$ cat config.mk
export PLATFORM = sky130hd
export DESIGN_NAME = usb_trans_ctrl
export DESIGN_NICKNAME = d
export VERILOG_FILES = /design/src/rtl/usb_pkg.sv /design/src/rtl/usb_toggle_bank.sv /design/src/rtl/usb_trans_ctrl.sv
export SDC_FILE = /design/constraint.sdc
export NUM_CORES = 1
export LEC_CHECK = 0
export CAP_MARGIN = 20
export CORE_MARGIN = 2
export CORE_UTILIZATION = 40
export CTS_CLUSTER_DIAMETER = 30
export DETAILED_ROUTE_END_ITERATION = 10
export PLACE_DENSITY = 0.69
export RECOVER_POWER = 25
export SLEW_MARGIN = 20
export SYNTH_ARGS = -nofsm -noshare
export SYNTH_HDL_FRONTEND = slang
export SYNTH_SLANG_ARGS = --single-unit
$ cat constraint.sdc
create_clock -name i_usb_trans_ctrl_clk -period 5.35 [get_ports i_usb_trans_ctrl_clk]
set_clock_uncertainty 0.2 [all_clocks]
set_input_delay 1.07 -clock i_usb_trans_ctrl_clk [delete_from_list [all_inputs] [get_ports i_usb_trans_ctrl_clk]]
set_output_delay 1.07 -clock i_usb_trans_ctrl_clk [all_outputs]
set_load 0.02 [all_outputs]
$ cat src/rtl/usb_pkg.sv
// Shared constants for the USB device-side transaction layer:
// PID codes, sequencer state encoding and endpoint count.
package usb_pkg;

    localparam int NUM_EP = 16;

    localparam logic [3:0] PID_OUT   = 4'b0001;
    localparam logic [3:0] PID_IN    = 4'b1001;
    localparam logic [3:0] PID_SOF   = 4'b0101;
    localparam logic [3:0] PID_SETUP = 4'b1101;
    localparam logic [3:0] PID_DATA0 = 4'b0011;
    localparam logic [3:0] PID_DATA1 = 4'b1011;
    localparam logic [3:0] PID_ACK   = 4'b0010;
    localparam logic [3:0] PID_NAK   = 4'b1010;
    localparam logic [3:0] PID_STALL = 4'b1110;

    typedef enum logic [3:0] {
        S_IDLE      = 4'd0,
        S_TOKEN     = 4'd1,
        S_TOK_CHK   = 4'd2,
        S_DATA_WAIT = 4'd3,
        S_DATA_RX   = 4'd4,
        S_DATA_CHK  = 4'd5,
        S_HS_TX     = 4'd6,
        S_DATA_TX   = 4'd7,
        S_ACK_WAIT  = 4'd8
    } trans_state_e;

    function automatic logic is_token_pid(input logic [3:0] pid);
        return (pid == PID_OUT) || (pid == PID_IN) ||
               (pid == PID_SOF) || (pid == PID_SETUP);
    endfunction

    function automatic logic is_data_pid(input logic [3:0] pid);
        return (pid == PID_DATA0) || (pid == PID_DATA1);
    endfunction

endpackage

$ cat src/rtl/usb_toggle_bank.sv
// Per-endpoint DATA0/DATA1 toggle bits. One endpoint is addressed per cycle;
// clear has priority over set, set over flip.
module usb_toggle_bank
    import usb_pkg::*;
(
    input  logic       clk,
    input  logic       rst_n,
    input  logic [3:0] ep,
    input  logic       clr,
    input  logic       set,
    input  logic       flip,
    output logic       rd
);

    logic [NUM_EP-1:0] toggle_q;
    logic [NUM_EP-1:0] toggle_d;

    always_comb begin
        toggle_d = toggle_q;
        if (clr) begin
            toggle_d[ep] = 1'b0;
        end else if (set) begin
            toggle_d[ep] = 1'b1;
        end else if (flip) begin
            toggle_d[ep] = ~toggle_q[ep];
        end
    end

    always_ff @(posedge clk or negedge rst_n) begin
        if (!rst_n) begin
            toggle_q <= '0;
        end else begin
            toggle_q <= toggle_d;
        end
    end

    assign rd = toggle_q[ep];

endmodule

$ cat src/rtl/usb_trans_ctrl.sv
// Device-side USB transaction sequencer: token qualification, data phase,
// handshake phase, data-toggle bookkeeping and turnaround timeout.
module usb_trans_ctrl
    import usb_pkg::*;
#(
    parameter int TIMEOUT_CYC = 100,
    parameter int CNT_W       = 8
) (
    input  logic        i_usb_trans_ctrl_clk,
    input  logic        i_usb_trans_ctrl_rst_n,
    input  logic [6:0]  i_usb_trans_ctrl_self_addr,
    input  logic [3:0]  i_usb_trans_ctrl_rx_pid,
    input  logic        i_usb_trans_ctrl_rx_pid_en,
    input  logic [6:0]  i_usb_trans_ctrl_rx_addr,
    input  logic [3:0]  i_usb_trans_ctrl_rx_endp,
    input  logic        i_usb_trans_ctrl_crc5_error,
    input  logic        i_usb_trans_ctrl_rx_valid,
    input  logic        i_usb_trans_ctrl_rx_eop,
    input  logic        i_usb_trans_ctrl_crc16_error,
    input  logic [15:0] i_usb_trans_ctrl_ep_stall,
    input  logic [15:0] i_usb_trans_ctrl_ep_tx_ready,
    input  logic [15:0] i_usb_trans_ctrl_ep_rx_ready,
    input  logic        i_usb_trans_ctrl_tx_done,
    output logic [3:0]  o_usb_trans_ctrl_tx_pid,
    output logic        o_usb_trans_ctrl_tx_req,
    output logic        o_usb_trans_ctrl_tx_is_data,
    output logic [3:0]  o_usb_trans_ctrl_ep_num,
    output logic        o_usb_trans_ctrl_rx_data_en,
    output logic        o_usb_trans_ctrl_rx_commit,
    output logic        o_usb_trans_ctrl_rx_handshake_on,
    output logic        o_usb_trans_ctrl_sof,
    output logic        o_usb_trans_ctrl_trans_done,
    output logic        o_usb_trans_ctrl_trans_err
);

    localparam logic [CNT_W-1:0] CNT_MAX = '1;
    localparam logic [CNT_W-1:0] CNT_TO  = CNT_W'(TIMEOUT_CYC);

    logic        clk;
    logic        rst_n;
    logic [3:0]  rx_pid;
    logic        rx_pid_en;
    logic        rx_last;

    assign clk       = i_usb_trans_ctrl_clk;
    assign rst_n     = i_usb_trans_ctrl_rst_n;
    assign rx_pid    = i_usb_trans_ctrl_rx_pid;
    assign rx_pid_en = i_usb_trans_ctrl_rx_pid_en;
    assign rx_last   = i_usb_trans_ctrl_rx_valid & i_usb_trans_ctrl_rx_eop;

    trans_state_e     state_q, state_d;
    logic [3:0]       tok_pid_q, tok_pid_d;
    logic [3:0]       data_pid_q, data_pid_d;
    logic             addr_match_q, addr_match_d;
    logic [3:0]       ep_q, ep_d;
    logic [CNT_W-1:0] cnt_q, cnt_d;
    logic [3:0]       tx_pid_q, tx_pid_d;
    logic             tx_req_q, tx_req_d;
    logic             tx_is_data_q, tx_is_data_d;
    logic             rx_data_en_q, rx_data_en_d;
    logic             rx_commit_q, rx_commit_d;
    logic             hs_on_q, hs_on_d;
    logic             sof_q, sof_d;
    logic             done_q, done_d;
    logic             err_q, err_d;

    logic [3:0] ep_cur;
    logic       tog_clr, tog_set, tog_flip, tog_rd;

    // ENDP arrives only during TOK_CHK, so endpoint lookups there bypass ep_q.
    assign ep_cur = (state_q == S_TOK_CHK) ? i_usb_trans_ctrl_rx_endp : ep_q;

    usb_toggle_bank u_toggle_bank (
        .clk   (clk),
        .rst_n (rst_n),
        .ep    (ep_cur),
        .clr   (tog_clr),
        .set   (tog_set),
        .flip  (tog_flip),
        .rd    (tog_rd)
    );

    always_comb begin
        state_d      = state_q;
        tok_pid_d    = tok_pid_q;
        data_pid_d   = data_pid_q;
        addr_match_d = addr_match_q;
        ep_d         = ep_q;
        cnt_d        = (cnt_q == CNT_MAX) ? cnt_q : cnt_q + 1'b1;
        tx_pid_d     = tx_pid_q;
        tx_req_d     = 1'b0;
        tx_is_data_d = tx_is_data_q;
        rx_commit_d  = 1'b0;
        sof_d        = 1'b0;
        done_d       = 1'b0;
        err_d        = 1'b0;
        tog_clr      = 1'b0;
        tog_set      = 1'b0;
        tog_flip     = 1'b0;

        unique case (state_q)
            S_IDLE: begin
                if (rx_pid_en && is_token_pid(rx_pid)) begin
                    tok_pid_d = rx_pid;
                    state_d   = S_TOKEN;
                end
            end
            S_TOKEN: begin
                if (rx_pid_en) begin
                    if (is_token_pid(rx_pid)) begin
                        tok_pid_d = rx_pid;
                    end else begin
                        state_d = S_IDLE;
                    end
                end else if (rx_last) begin
                    addr_match_d = (i_usb_trans_ctrl_rx_addr == i_usb_trans_ctrl_self_addr);
                    state_d      = S_TOK_CHK;
                end
            end
            S_TOK_CHK: begin
                ep_d    = i_usb_trans_ctrl_rx_endp;
                state_d = S_IDLE;
                if (i_usb_trans_ctrl_crc5_error) begin
                    state_d = S_IDLE;
                end else if (tok_pid_q == PID_SOF) begin
                    sof_d = 1'b1;
                end else if (!addr_match_q) begin
                    state_d = S_IDLE;
                end else if (tok_pid_q == PID_SETUP) begin
                    tog_clr = 1'b1;
                    cnt_d   = '0;
                    state_d = S_DATA_WAIT;
                end else if (tok_pid_q == PID_OUT) begin
                    cnt_d   = '0;
                    state_d = S_DATA_WAIT;
                end else if (i_usb_trans_ctrl_ep_stall[ep_cur]) begin
                    tx_req_d = 1'b1;
                    tx_pid_d = PID_STALL;
                    state_d  = S_HS_TX;
                end else if (!i_usb_trans_ctrl_ep_tx_ready[ep_cur]) begin
                    tx_req_d = 1'b1;
                    tx_pid_d = PID_NAK;
                    state_d  = S_HS_TX;
                end else begin
                    tx_req_d     = 1'b1;
                    tx_is_data_d = 1'b1;
                    tx_pid_d     = tog_rd ? PID_DATA1 : PID_DATA0;
                    state_d      = S_DATA_TX;
                end
            end
            S_DATA_WAIT: begin
                if (rx_pid_en) begin
                    if (is_data_pid(rx_pid)) begin
                        data_pid_d = rx_pid;
                        state_d    = S_DATA_RX;
                    end else begin
                        err_d   = 1'b1;
                        state_d = S_IDLE;
                    end
                end else if (cnt_q == CNT_TO) begin
                    err_d   = 1'b1;
                    state_d = S_IDLE;
                end
            end
            S_DATA_RX: begin
                if (rx_last) begin
                    state_d = S_DATA_CHK;
                end
            end
            S_DATA_CHK: begin
                state_d = S_IDLE;
                if (i_usb_trans_ctrl_crc16_error) begin
                    err_d = 1'b1;
                end else begin
                    tx_req_d = 1'b1;
                    state_d  = S_HS_TX;
                    if (tok_pid_q == PID_SETUP) begin
                        tx_pid_d    = PID_ACK;
                        rx_commit_d = 1'b1;
                        tog_set     = 1'b1;
                    end else if (i_usb_trans_ctrl_ep_stall[ep_cur]) begin
                        tx_pid_d = PID_STALL;
                    end else if (!i_usb_trans_ctrl_ep_rx_ready[ep_cur]) begin
                        tx_pid_d = PID_NAK;
                    end else begin
                        // A repeated packet (wrong toggle) is ACKed but dropped.
                        tx_pid_d = PID_ACK;
                        if ((data_pid_q == PID_DATA1) == tog_rd) begin
                            rx_commit_d = 1'b1;
                            tog_flip    = 1'b1;
                        end
                    end
                end
            end
            S_HS_TX: begin
                if (i_usb_trans_ctrl_tx_done) begin
                    done_d  = 1'b1;
                    state_d = S_IDLE;
                end
            end
            S_DATA_TX: begin
                if (i_usb_trans_ctrl_tx_done) begin
                    cnt_d   = '0;
                    state_d = S_ACK_WAIT;
                end
            end
            S_ACK_WAIT: begin
                if (rx_pid_en) begin
                    state_d = S_IDLE;
                    if (rx_pid == PID_ACK) begin
                        tog_flip = 1'b1;
                        done_d   = 1'b1;
                    end else begin
                        err_d = 1'b1;
                    end
                end else if (cnt_q == CNT_TO) begin
                    err_d   = 1'b1;
                    state_d = S_IDLE;
                end
            end
            default: state_d = S_IDLE;
        endcase

        if (state_d == S_IDLE) begin
            tx_pid_d     = '0;
            tx_is_data_d = 1'b0;
        end
        rx_data_en_d = (state_d == S_DATA_RX);
        hs_on_d      = (state_d == S_ACK_WAIT);
    end

    always_ff @(posedge clk or negedge rst_n) begin
        if (!rst_n) begin
            state_q      <= S_IDLE;
            tok_pid_q    <= '0;
            data_pid_q   <= '0;
            addr_match_q <= 1'b0;
            ep_q         <= '0;
            cnt_q        <= '0;
            tx_pid_q     <= '0;
            tx_req_q     <= 1'b0;
            tx_is_data_q <= 1'b0;
            rx_data_en_q <= 1'b0;
            rx_commit_q  <= 1'b0;
            hs_on_q      <= 1'b0;
            sof_q        <= 1'b0;
            done_q       <= 1'b0;
            err_q        <= 1'b0;
        end else begin
            state_q      <= state_d;
            tok_pid_q    <= tok_pid_d;
            data_pid_q   <= data_pid_d;
            addr_match_q <= addr_match_d;
            ep_q         <= ep_d;
            cnt_q        <= cnt_d;
            tx_pid_q     <= tx_pid_d;
            tx_req_q     <= tx_req_d;
            tx_is_data_q <= tx_is_data_d;
            rx_data_en_q <= rx_data_en_d;
            rx_commit_q  <= rx_commit_d;
            hs_on_q      <= hs_on_d;
            sof_q        <= sof_d;
            done_q       <= done_d;
            err_q        <= err_d;
        end
    end

    assign o_usb_trans_ctrl_tx_pid          = tx_pid_q;
    assign o_usb_trans_ctrl_tx_req          = tx_req_q;
    assign o_usb_trans_ctrl_tx_is_data      = tx_is_data_q;
    assign o_usb_trans_ctrl_ep_num          = ep_q;
    assign o_usb_trans_ctrl_rx_data_en      = rx_data_en_q;
    assign o_usb_trans_ctrl_rx_commit       = rx_commit_q;
    assign o_usb_trans_ctrl_rx_handshake_on = hs_on_q;
    assign o_usb_trans_ctrl_sof             = sof_q;
    assign o_usb_trans_ctrl_trans_done      = done_q;
    assign o_usb_trans_ctrl_trans_err       = err_q;

endmodule

# After elaboration in Yosys (flattened, before gate mapping)
# Cells that the tools add are included.
# classes
bitwise,6
n_reduce_logical,19
n_lt_le_gt_ge,2
shifts,0
mux,107
n_eq_ne,39
n_mul,0
div_mod_pow,0
addsub,1
# ops
op,n
4-bit 2-to-1 mux,27
8-bit 2-to-1 mux,7
1-bit 2-to-1 mux,49
16-bit 2-to-1 mux,3
4-bit case mux with 9 select lines,1
"4-bit by 3-bit == test with 1-bit output, second input constant",7
"4-bit == test, second input constant",7
3-bit 2-to-1 mux,7
16-bit AND,1
1-bit binary-select mux with 4-bit select,4
16-bit bitwise mux,1
"4-bit by 2-bit == test with 1-bit output, second input constant",4
16-bit NOT,1
16-bit bitwise OR,1
4-bit case mux with 2 select lines,2
8-bit case mux with 2 select lines,1
"3-bit by 2-bit != test with 1-bit output, second input constant",5
"4-bit by 1-bit == test with 1-bit output, second input constant",3
"2-bit by 1-bit != test with 1-bit output, second input constant",5
"8-bit by 1-bit adder with 8-bit output, second input constant",1
"8-bit by 7-bit == test with 1-bit output, second input constant",1
"8-bit == test, second input constant",1
4-bit zero test,2
8-bit AND reduction,1
18 further kinds,32
# totals
regBits,53
n_memories,0
romBits,0
ramBits,0
latch_bits,0
out_inout_bits,16
word_cells,190
inputBits,78

# Depth between registers and ports, before layout
# Gate-level depths: netlist (run 1).
# logic_depth
word_depth,15
mapped_depth,13
ltp_nobuf,10

# Modules after synthesis
# Synthesis (run 1) repeated with hierarchy kept, for this count alone.
# unflattened
cells_unflattened,398
hier_area_um2,3787.4
# modules_own_cells
module,n_inst,area_each_um2,cells_each,seq_area_each_um2
usb_trans_ctrl,1,2560.0,289,925.9
usb_toggle_bank,1,1227.4,109,400.4

# Worst setup path after synthesis (run 1)
# No wires, ideal clock.
# synth_timing
kind,register to register
from,reg state_q[0]
to,reg u_toggle_bank.toggle_q[10]
setup_time_ps,127
stages_incl_launch_ff,13
arrival_time_ps,3108
synth_period_minus_slack_ps,3435
n_path_buf,4
slack_ps,1915
required_time_ps,5023
path_cell_list,dfrtp_1 buf_6 nor4b_4 mux2i_1 clkbuf_1 clkbuf_1 nand4_1 a31oi_1 a22oi_2 nor3_4 buf_6 a41oi_1 o21bai_1
# synth_via
elab_chain_cells,12
word_cells_on_any_way,33
cone_classes,order compare (2); eq/ne (4); mux (21); bitwise (4); reduce/logical (2)
# synth_lines
item,line_no,source
start: declaration,usb_trans_ctrl.sv:51,"trans_state_e state_q, state_d;"
start signal: assignment,usb_trans_ctrl.sv:250,state_q <= state_d;
4-bit by 2-bit == test with 1-bit output,"usb_trans_ctrl.sv:71, usb_trans_ctrl.sv:101",
4-bit 2-to-1 mux,n/a,
1-bit binary-select mux with 4-bit select,"usb_toggle_bank.sv:25, usb_toggle_bank.sv:37",
1-bit 2-to-1 mux (implied by the code),"usb_toggle_bank.sv:25, usb_toggle_bank.sv:37",
1-bit == test,usb_trans_ctrl.sv:188,if ((data_pid_q == PID_DATA1) == tog_rd) begin
1-bit 2-to-1 mux,usb_trans_ctrl.sv:188,
1-bit 2-to-1 mux,usb_trans_ctrl.sv:183,end else if (!i_usb_trans_ctrl_ep_rx_ready[ep_cur]) begin
1-bit 2-to-1 mux,usb_trans_ctrl.sv:181,end else if (i_usb_trans_ctrl_ep_stall[ep_cur]) begin
1-bit 2-to-1 mux,usb_trans_ctrl.sv:177,if (tok_pid_q == PID_SETUP) begin
1-bit 2-to-1 mux,usb_trans_ctrl.sv:172,if (i_usb_trans_ctrl_crc16_error) begin
1-bit case mux with 2 select lines,usb_trans_ctrl.sv:101,unique case (state_q)
3-bit nonzero test (no line),n/a,
end signal: assignment,usb_toggle_bank.sv:33,toggle_q <= toggle_d;
end: declaration,usb_toggle_bank.sv:15,logic [NUM_EP-1:0] toggle_q;
# Several ways; a longest one is shown, not always the timed one. The select of a mux whose other input is x is not followed.
# A chain may end at the register's enable or synchronous reset.

# Final worst setup path (run 1)
# layout_timing
from,reg state_q[0]
to,reg u_toggle_bank.toggle_q[14]
# Same word-level chain as after synthesis.

==> results of run 1 <==
==> worst min path at each step <==
stage                                    startpoint  slack [ns]                         to  cells past startpoint
final                     data_pid_q[0]$_DFFE_PN0P_        0.27  data_pid_q[0]$_DFFE_PN0P_                      1
after global routing      data_pid_q[1]$_DFFE_PN0P_        0.31  data_pid_q[1]$_DFFE_PN0P_                      1
after CTS                 data_pid_q[0]$_DFFE_PN0P_        0.27  data_pid_q[0]$_DFFE_PN0P_                      1
after detailed placement  data_pid_q[0]$_DFFE_PN0P_        0.25  data_pid_q[0]$_DFFE_PN0P_                      1
after global placement    data_pid_q[0]$_DFFE_PN0P_        0.24  data_pid_q[0]$_DFFE_PN0P_                      1
after floorplan           data_pid_q[0]$_DFFE_PN0P_        0.23  data_pid_q[0]$_DFFE_PN0P_                      1
==> sequential cells by signal, summed over array words and instances (netlist names), 4 cells and up <==
signal and count:
tok_pid_q 4, cnt_q 8, state_q 4, o_usb_trans_ctrl_tx_pid 4, u_toggle_bank.toggle_q 16, data_pid_q 4, o_usb_trans_ctrl_ep_num 4
==> final cells by class <==
class / count / area (µm²) / share of cell area, %
multi-input cells: 296 / 1930 / 43.1
flip-flops and latches: 53 / 1330 / 29.7
repair buffers: 96 / 945 / 21.2
well taps: 105 / 131 / 2.94
clock buffers: 6 / 72.6 / 1.63
inverters: 12 / 48.8 / 1.09
clock inverters: 2 / 13.8 / 0.308
==> placed cells by master, fill, tap and decap left out, drive strengths merged, types with 5 or more instances in the layout <==
cell type and n:
clkbuf 7, clkdlybuf4s50 92, nand2 53, nand3 14, o21ai 18, dfrtp 53
o31ai 20, a32oi 8, nand4 8, o21bai 9, xnor2 5, nand2b 8
inv 11, a41oi 8, nor2 45, a21oi 10, nor3 7, xor2 7
mux2i 19
==> worst max-delay path: stages, from the launching register on <==
cell and delay (ns):
dfrtp_1 0.50, nor4b_4 0.62, mux2i_1 0.69, inv_2 0.29
nor2_2 0.42, a32oi_1 0.10, a21oi_1 0.30, nor3_1 0.13
nor3_4 0.64, a41oi_1 0.23, o21bai_1 0.21
==> synth_stat cells (2+ instances only) <==
master / count / share of area, %
mux2i_1: 18 / 5.3
o21a_1: 2 / 0.45
o31ai_1: 20 / 4.5
xnor2_1: 5 / 1.3
a41o_1: 4 / 1.2
inv_1: 8 / 0.89
nand3_1: 14 / 2.1
nor2_1: 41 / 4.6
a32oi_1: 8 / 2.1
nor3_1: 6 / 0.89
nor2_2: 3 / 0.56
clkbuf_1: 6 / 0.67
nand4_1: 8 / 1.5
a32o_1: 2 / 0.59
or3_1: 4 / 0.74
buf_6: 3 / 1.0
nor2b_1: 3 / 0.56
or2_2: 3 / 0.56
a31o_2: 4 / 1.0
a31oi_1: 4 / 0.74
nand2_1: 53 / 5.9
mux2_2: 4 / 1.3
dfrtp_1: 53 / 39
o21ai_0: 18 / 2.7
a41oi_1: 8 / 2.1
nand2b_1: 8 / 1.5
buf_2: 4 / 0.59
a21oi_1: 10 / 1.5
nand3b_1: 3 / 0.67
o21bai_1: 9 / 2.0
xor2_1: 7 / 1.8
ha_1: 2 / 0.74
a221oi_2: 2 / 0.89
and2_1: 2 / 0.37
==> cell families after synthesis <==
group	Yosys count	synth area share (%)
multiplexers	24	8.02
AO/OA/AOI/OAI	99	21.7
buffers and inverters	25	3.71
AND/OR/NAND/NOR	159	23.3
flip-flops	53	39.4
adder cells (fa/ha/maj)	2	0.743
XOR/XNOR	12	3.12
==> routing by layer <==
layer  share of wire, %  wire [µm]  vias up  GRT usage, %
met1                 41       4010     1617          28.3
met4                1.9        180        0          6.31
met5                  0          0        -             0
li1                   -          -     1564             -
met3                5.9        571       19          3.92
met2                 51       4940      144          39.0
==> through the flow <==
step | instances | instance area [µm²] | hold WS, ns | total power (µW)
final | 570 | 4460 | 0.273 | 1740
after global routing | 570 | 4460 | 0.307 | 1870
after CTS | 570 | 4460 | 0.275 | 1730
after detailed placement | 562 | 4370 | 0.254 | 1500
after global placement | 562 | 4370 | 0.244 | 1480
after floorplan | 374 | 3370 | 0.231 | 1230
==> report_power, final <==
part / switching [µW] / total, µW / internal [µW]
logic: 614 / 965 / 351
clock network: 144 / 238 / 93.9
registers: 74.9 / 542 / 467
total: 833 / 1740 / 911
==> impl_metrics.tcl, run 1 <==
set metrics [dict create \
    die_y_um 95.8 \
    async_reset_ff_share_pct 100 \
    violations "capacitance limit, slew limit" \
    arrival_ns 4.47 \
    slew_headroom_pct -91.5 \
    utilization_pct 54.6 \
    hold_viol 0 \
    synth_flop_cell "dfrtp_1" \
    final_max_slew_viol_count 54 \
    cts.sinks 53 \
    setup_ws_ns 0.878 \
    antenna_cells 0 \
    cap_violations 1 \
    grt_max_degree 54 \
    drc 0 \
    worst_pin_slew_ns 2.87 \
    min_period_ns 4.47 \
    design.core.area_um2 8180 \
    synth_edf_count 0 \
    cts_buffers 5 \
    gp_congestion 0.889 \
    synth_cell_types 59 \
    postSynthCellCount 374 \
    synth.avg_cell_area_um2 9.01 \
    grt-ovfl-total 0 \
    powerDensity_nw_per_um2 391 \
    crit_start "state_q[0]$_DFF_PN0_" \
    ys_ff_latch 53 \
    seq_area_frac_synth_pct 39.4 \
    r2r-end "u_toggle_bank.toggle_q[14]$_DFFE_PN0P_" \
    reg2reg_depth 10 \
    crit_required_ns 5.35 \
    wl_per_cell_um 17.0 \
    rsz0062_at_grt "false" \
    cts_root_buffer "clkbuf_8" \
    critPathKind "reg2reg" \
    rows 33 \
    crit_path_max_fanout 17 \
    finalSetupTns_ns 0 \
    cts_setup_buffers 0 \
    grt_pass1_wl_um 16000 \
    io_pins 94 \
    viasPerCell 5.87 \
    antenna_left 0 \
    start_kind "flop" \
    syn_to_final_growth_pct 32.5 \
    nFillCells 760 \
    finalSetupViolCount 0 \
    reg2reg_from "state_q[0]$_DFF_PN0_" \
    leakage_uw 0.00181 \
    cts.clk_slew.worst_paths_ns 0.11 \
    portBuffers 93 \
    period_share_pct 83.6 \
    grt_pass1_vias 3286 \
    drive_gt1_share_pct 8.17 \
    hold_class "reg2reg" \
    ys_warn_count 0 \
    cts-hold-fix-buffers 0 \
    fp.dieArea_um2 9170 \
    critPathCaptureType "flop" \
    cts_tree "yes" \
    status "complete, but fails checks" \
    crit_end "u_toggle_bank.toggle_q[14]$_DFFE_PN0P_" \
    preCtsSetupSlack_ns 0.681 \
    syn_area_um2 3370 \
    drt_iter0_drc 219 \
    reg2reg_slack_ns 0.88 \
    grt_use_total_pct 22.3 \
    clock_latency_ns 0.32 \
    final_nets 544 \
    synth_nets 454 \
    start_util_pct 41.2 \
    place_hpwl_um 7170 \
    antenna_found_initial 0 \
    wl_um 9690 \
    fmax_mhz 224 \
    die_w_um 95.8 \
    ctsResizeCount 0 \
    via_count 3344 \
    vdd_drop_max_mv 0.227 \
    clockBufferDepth 2 \
    drtPass1Iterations 5 \
    cts_htree_levels 2 \
]
(Power assumes the default switching activity.)
==> inputs of run 2 (changes only) <==
- PLACE_DENSITY: 0.69 -> 0.71
- clock period: 5.35 -> 4.11 ns (I/O delays scaled with it)
==> run 2 against run 1 <==
The flow still finishes with violations (capacitance limit, slew limit). Highest routed layer unchanged. Cell count rose by 1.9%. Sequential power rose by 31%. Clock-buffer cell count fell by 1. Combinational power rose by 37%. Global-route usage fell by 0.39 points. Sequential cell count did not move. Sequential share of layout area fell by 0.70 points. Critical path depth rose by 1. Hold slack improved by 0.0029 ns. Non-clock buffer count rose by 11. Total power rose by 37%. Setup slack got worse by 0.58 ns.
==> impl_metrics.tcl, run 2 (synthesized netlist as in run 1, its figures left out) <==
set metrics [dict create \
    cts_root_buffer "clkbuf_8" \
    via_count 3357 \
    place_area_um2 4430 \
    crit_start "state_q[2]$_DFF_PN0_" \
    largest_register_ffs 16 \
    clockBufferDepth 2 \
    ctsResizeCount 0 \
    worst_pin_slew_ns 1.83 \
    grt_use_total_pct 21.9 \
    utilization_pct 55.9 \
    hold_viol 0 \
    syn_to_final_growth_pct 35.6 \
    cts_tree "yes" \
    drive_gt1_share_pct 10.3 \
    wl_per_cell_um 16.8 \
    wl_um 9760 \
    hp-start "data_pid_q[1]$_DFFE_PN0P_" \
    cts.sinks 53 \
    hold_depth 1 \
    slowest_delay_ns 0.58 \
    portBuffers 93 \
    final_max_slew_viol_count 33 \
    reg2reg_slack_ns 0.30 \
    crit_path_cell_trace "nor4b_4, mux2i_2, clkinv_2, mux2i_1, a32oi_1, a21oi_1, nor3_1, nor3_4, buf_4, a41oi_1, o21bai_1" \
    cts-hold-fix-buffers 0 \
    drt_iter0_drc 207 \
    status "complete, but fails checks" \
    reg2reg_depth 11 \
    antenna_found_initial 0 \
    layout_common_cells "clkdlybuf4s50_1 (92), nand2_1 (53), dfrtp_1 (53), nor2_1 (41), o31ai_1 (20)" \
    cts.clk_slew.worst_paths_ns 0.10 \
    drc 0 \
    antenna_left 0 \
    design.core.area_um2 8180 \
    rows 33 \
    fp.dieArea_um2 9170 \
    grt-ovfl-total 0 \
    slew_headroom_pct -22.3 \
    place_hpwl_um 7360 \
    hold-path-endpoint "data_pid_q[1]$_DFFE_PN0P_" \
    cts_buffers 5 \
    finalSetupViolCount 0 \
    clock_latency_ns 0.31 \
    p_int_uw 1300 \
    critPathKind "reg2reg" \
    period_share_pct 92.8 \
    violations "capacitance limit, slew limit" \
    start_kind "flop" \
    pwr-share-comb_pct 55.1 \
    grt_max_degree 33 \
    r2r-end "u_toggle_bank.toggle_q[11]$_DFFE_PN0P_" \
    cts_htree_levels 2 \
    viasPerCell 5.78 \
    grt_pass1_vias 3295 \
    rsz0062_at_grt "false" \
    die_w_um 95.8 \
    antenna_cells 0 \
    clock_power_share_pct 15.3 \
    crit_required_ns 4.10 \
    swShare_pct 45.8 \
    start_util_pct 41.2 \
    die_y_um 95.8 \
    final_nets 555 \
    powerDensity_nw_per_um2 524 \
    cap_violations 1 \
    crit_path_max_fanout 25 \
    critPathCaptureType "flop" \
    fin_area_um2 4570 \
    top_regs "u_toggle_bank.toggle_q x16, cnt_q x8" \
    hold_class "reg2reg" \
    fmax_mhz 262 \
    reg2reg_from "state_q[2]$_DFF_PN0_" \
    finalSetupTns_ns 0 \
    leakage_uw 0.00188 \
    largest_register "u_toggle_bank.toggle_q" \
    p_seq_share_pct 29.6 \
    slowest_stage "nor4b_4" \
    vdd_drop_max_mv 0.323 \
    final_common_cell "clkdlybuf4s50_1" \
    p_switching_uw 1100 \
    arrival_ns 3.80 \
    min_period_ns 3.81 \
    grt_pass1_wl_um 15800 \
    nFillCells 753 \
    gp_congestion 0.899 \
    io_pins 94 \
    drtPass1Iterations 5 \
]
==> run 2: cell types whose count changed in the layout (fill, tap and decap cells not counted), sizes merged <==
cell	change
bufinv	+1
buf	+11
clkbuf	-1
==> run 2: routing by layer <==
metal  up-vias  global-route usage (%)  routed length (µm)
met1      1612                    27.5                4030
li1       1577                       -                   -
met2       147                    38.4                4920
met4         0                    7.62                 216
met5         -                       0                   0
met3        21                    3.29                 600
==> run 2: metrics by stage <==
stage / total power (µW) / hold slack (ns) / worst slack, ns / std cells
after detailed placement: 2000 / 0.246 / 0.254 / 569
after floorplan: 1610 / 0.231 / 0.675 / 374
after global routing: 2560 / 0.303 / 0.0253 / 581
after CTS: 2370 / 0.280 / 0.221 / 577
final: 2400 / 0.276 / 0.297 / 581
after global placement: 1980 / 0.247 / 0.333 / 569
==> run 2: repair_timing <==
action	in CTS	in global routing
hold endpoints to repair	0	0
endpoints found under the setup margin	0	16
buffers inserted	0	4
==> run 2: worst max path at each step <==
stage	end	slack [ns]	cells after the start
after floorplan	u_toggle_bank.toggle_q[10]$_DFFE_PN0P_	0.67	12
after global placement	u_toggle_bank.toggle_q[15]$_DFFE_PN0P_	0.33	11
after detailed placement	u_toggle_bank.toggle_q[7]$_DFFE_PN0P_	0.25	11
after CTS	u_toggle_bank.toggle_q[11]$_DFFE_PN0P_	0.22	11
after global routing	u_toggle_bank.toggle_q[6]$_DFFE_PN0P_	0.03	11
final	u_toggle_bank.toggle_q[11]$_DFFE_PN0P_	0.30	11
==> run 2: area by class of cell <==
cell class / count / area, µm² / area share [%]
inverter: 12 / 48.8 / 1.07
sequential: 53 / 1330 / 29.0
tap: 105 / 131 / 2.87
clock buffer: 5 / 68.8 / 1.51
timing repair buffer: 107 / 1030 / 22.5
multi-input combinational: 296 / 1920 / 42.0
clock inverter: 3 / 43.8 / 0.958
==> run 2: power by group through the flow <==
stage          sequential, µW  combinational, µW  clock (µW)
6_report                  709               1320         368
5_1_grt                   721               1440         396
4_1_cts                   706               1290         377
3_5_place_dp              717               1280           0
3_3_place_gp              713               1260           0
2_1_floorplan             709                898           0
==> run 2: worst max-delay path, delay by kind of cell (launching register included) <==
family,cells,cell delay (ns)
AND/OR/NAND/NOR,3,0.90
buffers and inverters,2,0.64
multiplexers,2,0.69
flip-flops,1,0.49
AO/OA/AOI/OAI,4,0.75
==> inputs of run 3 (changes only) <==
- CELL_PAD_IN_SITES_DETAIL_PLACEMENT: unset -> 1
- CELL_PAD_IN_SITES_GLOBAL_PLACEMENT: unset -> 1
- CORE_UTILIZATION: 40 -> 32
- PLACE_DENSITY: 0.71 -> unset
- PLACE_DENSITY_LB_ADDON: unset -> 0.1
==> run 3 against run 2 <==
The flow still finishes with violations (capacitance limit, slew limit). Setup slack better by 0.22 ns. Critical endpoint is now u_toggle_bank.toggle_q[14]$_DFFE_PN0P_. Critical path depth up 1. Register-to-register slack better by 0.22 ns.
==> impl_metrics.tcl, run 3 (synthesized netlist as in run 1, its figures left out) <==
set metrics [dict create \
    grt-ovfl-total 0 \
    finalSetupTns_ns 0 \
    multiInputGateArea_um2 1920 \
    drive_gt1_share_pct 9.49 \
    cts_buffers 5 \
    cts.sinks 53 \
    drc 0 \
    wl_per_cell_um 18.3 \
    status "complete, but fails checks" \
    worst_pin_slew_ns 1.62 \
    finalSetupViolCount 0 \
    syn_to_final_growth_pct 36.1 \
    grt_pass1_wl_um 18400 \
    antenna_left 0 \
    cts-hold-fix-buffers 0 \
    crit_path_cell_trace "nor4b_4, buf_4, mux2i_1, clkinv_2, mux2i_1, a32o_1, a221oi_2, a22oi_2, nor3_4, buf_4, a41oi_1, o21bai_1" \
    cts_htree_levels 2 \
    grt_pass1_vias 3553 \
    nFillCells 1212 \
    hold_slack_ns 0.271 \
    place_hpwl_um 8710 \
    rows 37 \
    hold_viol 0 \
    slew_headroom_pct -8.17 \
    die_y_um 107 \
    cts.clk_slew.worst_paths_ns 0.11 \
    crit_required_ns 4.10 \
    clockBufferDepth 2 \
    final_max_slew_viol_count 56 \
    grt_use_total_pct 20.4 \
    critPathCaptureType "flop" \
    place_area_um2 4480 \
    fmax_mhz 278 \
    ctsResizeCount 0 \
    die_w_um 107 \
    cap_violations 2 \
    power.total_uw 2400 \
    io_pins 94 \
    via_count 3279 \
    grt_max_degree 30 \
    drtPass1Iterations 4 \
    wl_um 11100 \
    final_common_cell "clkdlybuf4s50_1" \
    critPathKind "reg2reg" \
    vdd_drop_max_mv 0.225 \
    cts_setup_buffers 0 \
    clock_latency_ns 0.31 \
    start_kind "flop" \
    antenna_found_initial 0 \
    fp.dieArea_um2 11400 \
    crit_path_max_fanout 20 \
    top_regs "u_toggle_bank.toggle_q x16, cnt_q x8" \
    powerDensity_nw_per_um2 522 \
    period_share_pct 87.4 \
    drt_iter0_drc 129 \
    rsz0062_at_grt "false" \
    final_nets 553 \
    largest_register "u_toggle_bank.toggle_q" \
    violations "capacitance limit, slew limit" \
    slowest_stage "dfrtp_1" \
    hold_class "reg2reg" \
    layout_common_cells "clkdlybuf4s50_1 (92), nand2_1 (53), dfrtp_1 (53), nor2_1 (41), o31ai_1 (20)" \
    fin_area_um2 4590 \
    cts_tree "yes" \
    start_util_pct 32.8 \
    seq_area_um2 1330 \
    antenna_cells 0 \
    arrival_ns 3.58 \
    largest_register_ffs 16 \
    portBuffers 93 \
    gp_congestion 0.839 \
    viasPerCell 5.38 \
    leakage_uw 0.00186 \
    slowest_delay_ns 0.50 \
    min_period_ns 3.59 \
    utilization_pct 44.6 \
    cts_root_buffer "clkbuf_8" \
    design.core.area_um2 10300 \
]
[run 3: cell count changes in the layout (fill, tap and decap cells not counted)]
cell	previous run	this run
buf_4	14	11
mux2i_1	17	18
mux2i_2	1	0
clkbuf_1	1	2
[run 3: cell type report]
cell class / instances / share of cell area [%]
multi-input combinational: 296 / 41.8
sequential: 53 / 28.9
timing repair buffer: 105 / 22.0
tap: 136 / 3.71
clock buffer: 5 / 1.50
inverter: 12 / 1.06
clock inverter: 3 / 0.955
[run 3: path summary, 6_finish.rpt]
path | startpoint | end | slack (ns) | depth (start not counted)
min | data_pid_q[0]$_DFFE_PN0P_ | data_pid_q[0]$_DFFE_PN0P_ | 0.27 | 1
max in group asynchronous | i_usb_trans_ctrl_rst_n | o_usb_trans_ctrl_tx_pid[3]$_DFFE_PN0P_ | 0.88 | 2
min reg2reg | data_pid_q[0]$_DFFE_PN0P_ | data_pid_q[0]$_DFFE_PN0P_ | 0.27 | 1
max reg2reg | state_q[0]$_DFF_PN0_ | u_toggle_bank.toggle_q[14]$_DFFE_PN0P_ | 0.52 | 12
min in group asynchronous | i_usb_trans_ctrl_rst_n | tok_pid_q[1]$_DFFE_PN0P_ | 0.71 | 1
max | state_q[0]$_DFF_PN0_ | u_toggle_bank.toggle_q[14]$_DFFE_PN0P_ | 0.52 | 12
[run 3: through the flow]
stage | worst slack, ns | instances
4_1_cts | 0.508 | 610
2_1_floorplan | 0.675 | 374
5_1_grt | 0.126 | 610
3_3_place_gp | 0.437 | 602
3_5_place_dp | 0.339 | 602
6_report | 0.518 | 610
[run 3: layer usage]
metal / up-vias / global-route usage (%) / wire length [µm]
met4: 0 / 5.47 / 204
met1: 1604 / 25.7 / 4820
met2: 82 / 36.6 / 5690
li1: 1578 / - / -
met5: - / 0 / 0
met3: 15 / 2.80 / 415
[run 3: where the power goes]
group          internal, µW  switching (µW)
sequential              608             104
clock                   183             188
combinational           498             816
total                  1290            1110
[run 3: worst max-delay path, delay by kind of cell, from the launching register on]
| family | cells | cell delay, ns |
|---|---|---|
| AO/OA/AOI/OAI | 5 | 0.88 |
| flip-flops | 1 | 0.50 |
| multiplexers | 2 | 0.51 |
| buffers and inverters | 3 | 0.84 |
| AND/OR/NAND/NOR | 2 | 0.53 |
